## src/rtl/rom_fetch_decode.sv

```systemverilog
// Fetch/decode stage: a loadable 16x8 program ROM read at each new PC address,
// decoded into opcode, operand and single-cycle control strobes for execute.
module rom_fetch_decode #(
    parameter int ROM_DEPTH = 16,
    parameter int WORD_W    = 8
) (
    input  logic              CP,
    input  logic              RST,
    input  logic [3:0]        addr,
    input  logic              prog_en,
    input  logic              prog_we,
    input  logic [3:0]        prog_addr,
    input  logic [WORD_W-1:0] prog_data,
    output logic              instr_valid,
    output logic [3:0]        opcode,
    output logic [3:0]        operand,
    output logic              ld_acc,
    output logic              alu_add,
    output logic              alu_sub,
    output logic              st_mem,
    output logic              out_en,
    output logic              jump,
    output logic              jump_z,
    output logic              illegal,
    output logic              halted,
    output logic              overrun
);

    typedef enum logic [2:0] {
        IDLE,
        FETCH,
        DECODE,
        ISSUE,
        HALT
    } state_t;

    state_t state, state_next;

    logic [WORD_W-1:0] rom [ROM_DEPTH];
    logic [WORD_W-1:0] rom_data;

    logic [3:0] prev_addr;
    logic [3:0] fetch_addr;
    logic [3:0] pending_addr;
    logic       pending_flag;
    logic       first;
    logic [6:0] strobe_q;

    logic       addr_changed;
    logic       start_fetch;
    logic [3:0] fetch_sel_addr;
    logic       latch_pending;
    logic       clear_pending;
    logic       set_overrun;
    logic       update_prev;
    logic       clear_first;
    logic       do_read;
    logic       do_decode;

    logic [3:0] dec_op;
    logic [6:0] dec_strobes;
    logic       dec_illegal;

    assign addr_changed = (addr != prev_addr);

    always_ff @(posedge CP) begin
        if (RST) begin
            state <= IDLE;
        end else begin
            state <= state_next;
        end
    end

    // Program mode overrides fetching except once halted, where HALT stays absorbing.
    always_comb begin
        state_next     = state;
        start_fetch    = 1'b0;
        fetch_sel_addr = addr;
        latch_pending  = 1'b0;
        clear_pending  = 1'b0;
        set_overrun    = 1'b0;
        update_prev    = 1'b0;
        clear_first    = 1'b0;
        do_read        = 1'b0;
        do_decode      = 1'b0;

        if (prog_en) begin
            state_next    = (state == HALT || halted) ? HALT : IDLE;
            clear_pending = 1'b1;
        end else begin
            case (state)
                IDLE: begin
                    if (first || addr_changed) begin
                        start_fetch = 1'b1;
                        update_prev = 1'b1;
                        clear_first = 1'b1;
                        state_next  = FETCH;
                    end
                end
                FETCH, DECODE: begin
                    if (state == FETCH) begin
                        do_read    = 1'b1;
                        state_next = DECODE;
                    end else begin
                        do_decode  = 1'b1;
                        state_next = ISSUE;
                    end
                    if (addr_changed) begin
                        latch_pending = 1'b1;
                        update_prev   = 1'b1;
                        set_overrun   = pending_flag;
                    end
                end
                ISSUE: begin
                    if (opcode == 4'hF) begin
                        state_next = HALT;
                    end else if (addr_changed) begin
                        // A change arriving in the issue cycle supersedes any pending address.
                        start_fetch   = 1'b1;
                        update_prev   = 1'b1;
                        clear_pending = 1'b1;
                        set_overrun   = pending_flag;
                        state_next    = FETCH;
                    end else if (pending_flag) begin
                        start_fetch    = 1'b1;
                        fetch_sel_addr = pending_addr;
                        clear_pending  = 1'b1;
                        state_next     = FETCH;
                    end else begin
                        state_next = IDLE;
                    end
                end
                HALT: begin
                    state_next = HALT;
                end
                default: begin
                    state_next = IDLE;
                end
            endcase
        end
    end

    always_comb begin
        dec_op      = rom_data[WORD_W-1:WORD_W-4];
        dec_strobes = 7'b0000000;
        dec_illegal = 1'b0;
        case (dec_op)
            4'h0, 4'hF: dec_strobes = 7'b0000000;
            4'h1:       dec_strobes = 7'b1000000;
            4'h2:       dec_strobes = 7'b0100000;
            4'h3:       dec_strobes = 7'b0010000;
            4'h4:       dec_strobes = 7'b0001000;
            4'h5:       dec_strobes = 7'b0000100;
            4'h6:       dec_strobes = 7'b0000010;
            4'h7:       dec_strobes = 7'b0000001;
            default:    dec_illegal = 1'b1;
        endcase
    end

    always_ff @(posedge CP) begin
        if (!RST && prog_en && prog_we) begin
            rom[prog_addr] <= prog_data;
        end
    end

    always_ff @(posedge CP) begin
        if (RST) begin
            prev_addr    <= 4'h0;
            fetch_addr   <= 4'h0;
            pending_addr <= 4'h0;
            pending_flag <= 1'b0;
            first        <= 1'b1;
            overrun      <= 1'b0;
            rom_data     <= '0;
            instr_valid  <= 1'b0;
            opcode       <= 4'h0;
            operand      <= 4'h0;
            strobe_q     <= 7'b0000000;
            illegal      <= 1'b0;
            halted       <= 1'b0;
        end else begin
            if (update_prev) begin
                prev_addr <= addr;
            end
            if (prog_en) begin
                first <= 1'b1;
            end else if (clear_first) begin
                first <= 1'b0;
            end
            if (start_fetch) begin
                fetch_addr <= fetch_sel_addr;
            end
            if (clear_pending) begin
                pending_flag <= 1'b0;
            end else if (latch_pending) begin
                pending_flag <= 1'b1;
                pending_addr <= addr;
            end
            if (set_overrun) begin
                overrun <= 1'b1;
            end
            if (do_read) begin
                rom_data <= rom[fetch_addr];
            end
            // Opcode/operand form the instruction register and hold between issues.
            instr_valid <= do_decode;
            strobe_q    <= do_decode ? dec_strobes : 7'b0000000;
            illegal     <= do_decode & dec_illegal;
            if (do_decode) begin
                opcode  <= dec_op;
                operand <= rom_data[3:0];
            end
            if (do_decode && dec_op == 4'hF) begin
                halted <= 1'b1;
            end
        end
    end

    assign ld_acc  = strobe_q[6];
    assign alu_add = strobe_q[5];
    assign alu_sub = strobe_q[4];
    assign st_mem  = strobe_q[3];
    assign out_en  = strobe_q[2];
    assign jump    = strobe_q[1];
    assign jump_z  = strobe_q[0];

endmodule
```

## config.mk

```make
export PLATFORM = sky130hd
export DESIGN_NAME = rom_fetch_decode
export DESIGN_NICKNAME = d
export VERILOG_FILES = /design/src/rtl/rom_fetch_decode.sv
export SDC_FILE = /design/constraint.sdc
export NUM_CORES = 1
export LEC_CHECK = 0
export ABC_AREA = 1
export CORE_MARGIN = 2
export CORE_UTILIZATION = 45
export CTS_BUF_LIST = sky130_fd_sc_hd__clkbuf_4 sky130_fd_sc_hd__clkbuf_8 sky130_fd_sc_hd__clkbuf_16
export DETAILED_ROUTE_END_ITERATION = 8
export GPL_TIMING_DRIVEN = 0
export PLACE_DENSITY_LB_ADDON = 0.15
export REMOVE_ABC_BUFFERS = 1
export SKIP_LAST_GASP = 1
export SLEW_MARGIN = 20
export SYNTH_ARGS = -nofsm -noshare
export SYNTH_HDL_FRONTEND = slang
export SYNTH_SLANG_ARGS = --single-unit
```

## constraint.sdc

```tcl
create_clock -name CP -period 3.05 [get_ports CP]
set_clock_uncertainty 0.2 [all_clocks]
set_input_delay 0.4575 -clock CP [delete_from_list [all_inputs] [get_ports CP]]
set_output_delay 0.4575 -clock CP [all_outputs]
set_load 0.01 [all_outputs]
```

# After elaboration in Yosys (flattened, before gate mapping)
# Memories as Yosys holds them, arrays and structs flattened. A register that Yosys moved wholly into a read port is not among the register bits.
# Index checks and enable logic that the tools add are counted.
[totals]
register_bits = 36
ram_bits = 128
in_bits = 20
out_inout_bits = 19
word_cells = 89
memories = 1
[mem_list]
columns = ["memory", "depth", "width", "rd", "rd_clocked_by_memory_dff", "wr", "line_no", "rtl"]
rows = [
  ["rom", 16, 8, 1, 1, 1, "39", "logic [WORD_W-1:0] rom [ROM_DEPTH];"],
]
[classes]
eq_ne = 15
muxes = 43
n_bitwise = 3
n_reduce_logical = 14
[op_table]
columns = ["cell", "count"]
rows = [
  ["one-hot mux 7 bit (7 select lines)", 1],
  ["two-way mux 1 bit", 29],
  ["two-way mux 4 bit", 5],
  ["== test 4 x 3 -> 1 bit (second input constant)", 4],
  ["two-way mux 3 bit", 4],
  ["one-hot mux 3 bit (4 select lines)", 1],
  ["OR reduction 9 bit", 1],
  ["== test 4 x 2 -> 1 bit (second input constant)", 2],
  ["== test 4 bit (second input constant)", 2],
  ["OR reduction 2 bit", 4],
  ["== test 3 x 2 -> 1 bit (second input constant)", 2],
  ["== test 4 x 1 -> 1 bit (second input constant)", 1],
  ["zero test 4 bit", 1],
  ["inequality test 4 bit", 1],
  ["one-hot mux 1 bit (2 select lines)", 2],
  ["== test 3 x 1 -> 1 bit (second input constant)", 1],
  ["== test 3 bit (second input constant)", 1],
  ["logical AND 1 bit", 3],
  ["zero test 3 bit", 1],
  ["inequality test 3 bit (second input constant)", 1],
  ["one-hot mux 1 bit (3 select lines)", 1],
  ["logical OR 1 bit", 2],
  ["NOT 1 bit", 2],
  ["AND reduction 2 bit", 1],
  ["other kinds (2)", 2],
]

# Depth between registers and ports, before layout
[depth]
word_depth = 7
depth_mapped = 12
depth_no_buf = 12

# Worst setup path before layout
# No wires, ideal clock.
[synth_path]
path_kind = "input to register"
from = "input port prog_en"
to = "memory rom[10][0] (enable)"
setup_time_ns = 0.370
arrival_ns = 1.439
required_time_ns = 2.480
slack_ns = 1.041
path_stages = 5
n_path_buf = 1
path_cell_list = "buf_2 -> nand2_1 -> nor2_1 -> nand3_1 -> nor2_1"
[synth_between]
elab_chain_len = 4
[synth_rtl]
columns = ["element", "line_no", "rtl"]
rows = [
  ["start, declared", "10", "input logic prog_en,"],
  ["logical AND 1 bit (2 in a row)", "161", "if (!RST && prog_en && prog_we) begin"],
  ["two-way mux 1 bit", "161", ""],
  ["two-way mux 1 bit (not written as such)", "162", "rom[prog_addr] <= prog_data;"],
  ["end, declared", "39", ""],
]
# Every way passes these cells.

# Final worst setup path
[layout_path]
from = "input port RST"
to = "memory rom[15][1] (enable)"
[layout_between]
elab_chain_len = 5
[layout_rtl]
columns = ["element", "line_no", "rtl"]
rows = [
  ["start, declared", "8", "input logic RST,"],
  ["zero test 1 bit", "161", ""],
  ["logical AND 1 bit (2 in a row)", "161", ""],
  ["two-way mux 1 bit", "161", ""],
  ["two-way mux 1 bit (not written as such)", "162", ""],
]
# Every way passes these cells.

==> metrics.txt <==
status=finished, violations left; violated checks=setup timing; vias in the first global route=4479; Syn Inst Count=635; reg2reg setup slack=0.27 ns; data required time of the critical path=2.89 ns; antenna-violating nets left=0; RSZ-0062 raised after global routing=true; antenna violations before repair=0; Synth area leaders=edfxtp_1 55%, dfxtp_1 13%, nor2_1 7.6%, o21ai_0 5.8%, nand2_1 3.0%; Cell variety after synth=32; Main synth FF type=edfxtp_1; Synth area leader=edfxtp_1; CTS resizes=0; Tot GR Track Use=19.4%; worst min path class=reg2reg; min Tclk post-route=3.08 ns; worst-skew pair later-pin latency=0.41 ns; CTS Buf Count=17; Final Hold Fails=0; Worst-path clk slew=0.06 ns; H-Tree Depth=4; commonest cells after routing, fill and taps aside=135 x nor2_1, 128 x edfxtp_1, 81 x o21ai_0, 56 x nand2_1, 42 x dfxtp_1; fin nets=683; initial core utilization=45.9%; flops & latches, synth=172; Crit Reg-Reg Startpoint=fetch_addr[0]$_SDFFE_PP0P_; global-route wire length before repair=24.0 mm; CTS tree=yes; Pwr Density=620 nW/µm²; Leak Pwr=2.77 nW; I/O pin count=39; register area share after synthesis=67.7%; area of the multi-input gates=1950 µm²; Least-Margin Pin Slew=1.06 ns; post-route cell area=8030 µm²; Startpoint Class=input port; hold path start=pending_addr[0]$_SDFFE_PP0P_; Root Buffer=clkbuf_16; row count=45; Reg area=4730 µm²; crit path launch=RST; share of Yosys cell area claimed by the top area cell type=55.1%; final setup fails=16; Cell Area, Placed=7470 µm²; Cell Area, Synth=6980 µm²; die width=129 µm; final-layout fill cell count=1280; leading cell type in the layout, fill and taps excluded=nor2_1; Post-synth EDFFs=128; Die Area=16500 µm²; Initial DRC Count=440; ANT cells=0; Vias=4726; CTS sink cnt=172; Max Cap Viol=0; vias per cell=5.47; Area Overhead vs Synth=15.1%; number of synthesis warnings=0; Buffers on Ports=38; largest net degree at the start of global routing=67; CP endpoint kind=flop; core area=15200 µm²; final worst-path cycle share=101%; Setup CP Type=in2reg; Synth async-reset ratio=0%; Max Slew Vio Count=0; Max VDD drop=0.402 mV; Worst Path Arrival=2.91 ns; CTS max path bufs=2; drt wl/cell=17.9 µm; final wirelength=15.5 mm; Rel. slew slack=29.1%; final worst slack=-0.0279 ns; Pre-Repair DR Iteration Count=7; Worst Hold Margin=0.260 ns; fraction of final layout cells sized beyond drive strength 1=10.4%; gpl congestion=0.824; Overflow after GRT=0; Die H=129 µm; Post-CTS Hold Buffers=0; Fmax=0.325 GHz; Syn Area/Cell=11.0 µm²; Max FO, Critical Path=20; # DRC=0; HPWL after detailed placement=9.27 mm; # Post-CTS Setup Buffers=0
-- cells in the mapped netlist (2+ instances only) --
master    count
nor2_1      141
edfxtp_1    128
o21ai_0      81
nand2_1      56
dfxtp_1      44
inv_1        34
nand3_1      29
o221ai_1     18
a21oi_1      17
buf_2        15
o211ai_1     14
inv_2         7
clkbuf_1      6
buf_4         5
nand2_2       5
nand4_1       5
a21oi_2       4
nor2_2        4
nand2_4       3
nand3_2       3
nor2_4        3
buf_1         2
nor3_1        2
-- final cells by class --
type                            count  area share, %
Tap cell                          188           2.93
Sequential cell                   172           58.9
Multi-Input combinational cell    391           24.3
Inverter                           42           1.98
Clock buffer                       20           5.58
Timing Repair Buffer               39           5.08
Clock inverter                     12           1.29
-- path summary, 6_finish.rpt --
kind | to | depth (start not counted)
min | pending_addr[0]$_SDFFE_PP0P_ | 2
max | rom[15][1]$_DFFE_PP_ | 4
max reg2reg | rom_data[1]$_SDFFE_PP0P_ | 7
min reg2reg | pending_addr[0]$_SDFFE_PP0P_ | 2
-- sequential cells by signal, indices dropped and copies added, names as in the netlist, 3 cells and up --
register      cells
fetch_addr        4
state             3
rom_data          8
operand           4
pending_addr      4
strobe_q          7
opcode            4
rom             128
prev_addr         4
-- kinds of logic after synthesis --
family | share of synthesized area [%]
and+or+nand+nor | 15.7
DFF | 67.7
buffers and inverters | 4.56
AOI/OAI and AO/OA | 12.0
-- critical path, cell delays in order --
cell and delay (ns):
clkdlybuf4s50_1 0.85, nor2_1 0.61, nand3_1 0.24, nor2_1 0.75
-- power breakdown --
group | internal [W] | switching [W] | leakage (nW) | total, W
Clock | 0.00121 | 0.000819 | 0.271 | 0.00203
Combinational | 0.000121 | 0.000230 | 0.984 | 0.000352
Sequential | 0.00254 | 0.0000568 | 1.51 | 0.00260
Total | 0.00387 | 0.00111 | 2.77 | 0.00498
-- through the flow --
stage	power (W)	util [%]	std cells	setup TNS (ns)	worst slack (ns)
after floorplan	0.00283	-	605	0	0.257
after global placement	0.00298	48.9	831	-50.75	-1.34
after detailed placement	0.00300	49.1	832	-43.09	-0.416
after CTS	0.00500	52.7	864	0	0.0323
after global routing	0.00516	52.8	864	-8.44	-0.141
final	0.00498	52.8	864	-0.285	-0.0279
-- layer usage --
layer	routed length, µm	vias to the layer above	track usage [%]
li1	-	2279	-
met1	6790	2284	25.8
met2	7520	149	31.4
met3	983	14	4.86
met4	170	0	6.46
met5	0	-	0
Power figures use the tool's default switching activity.
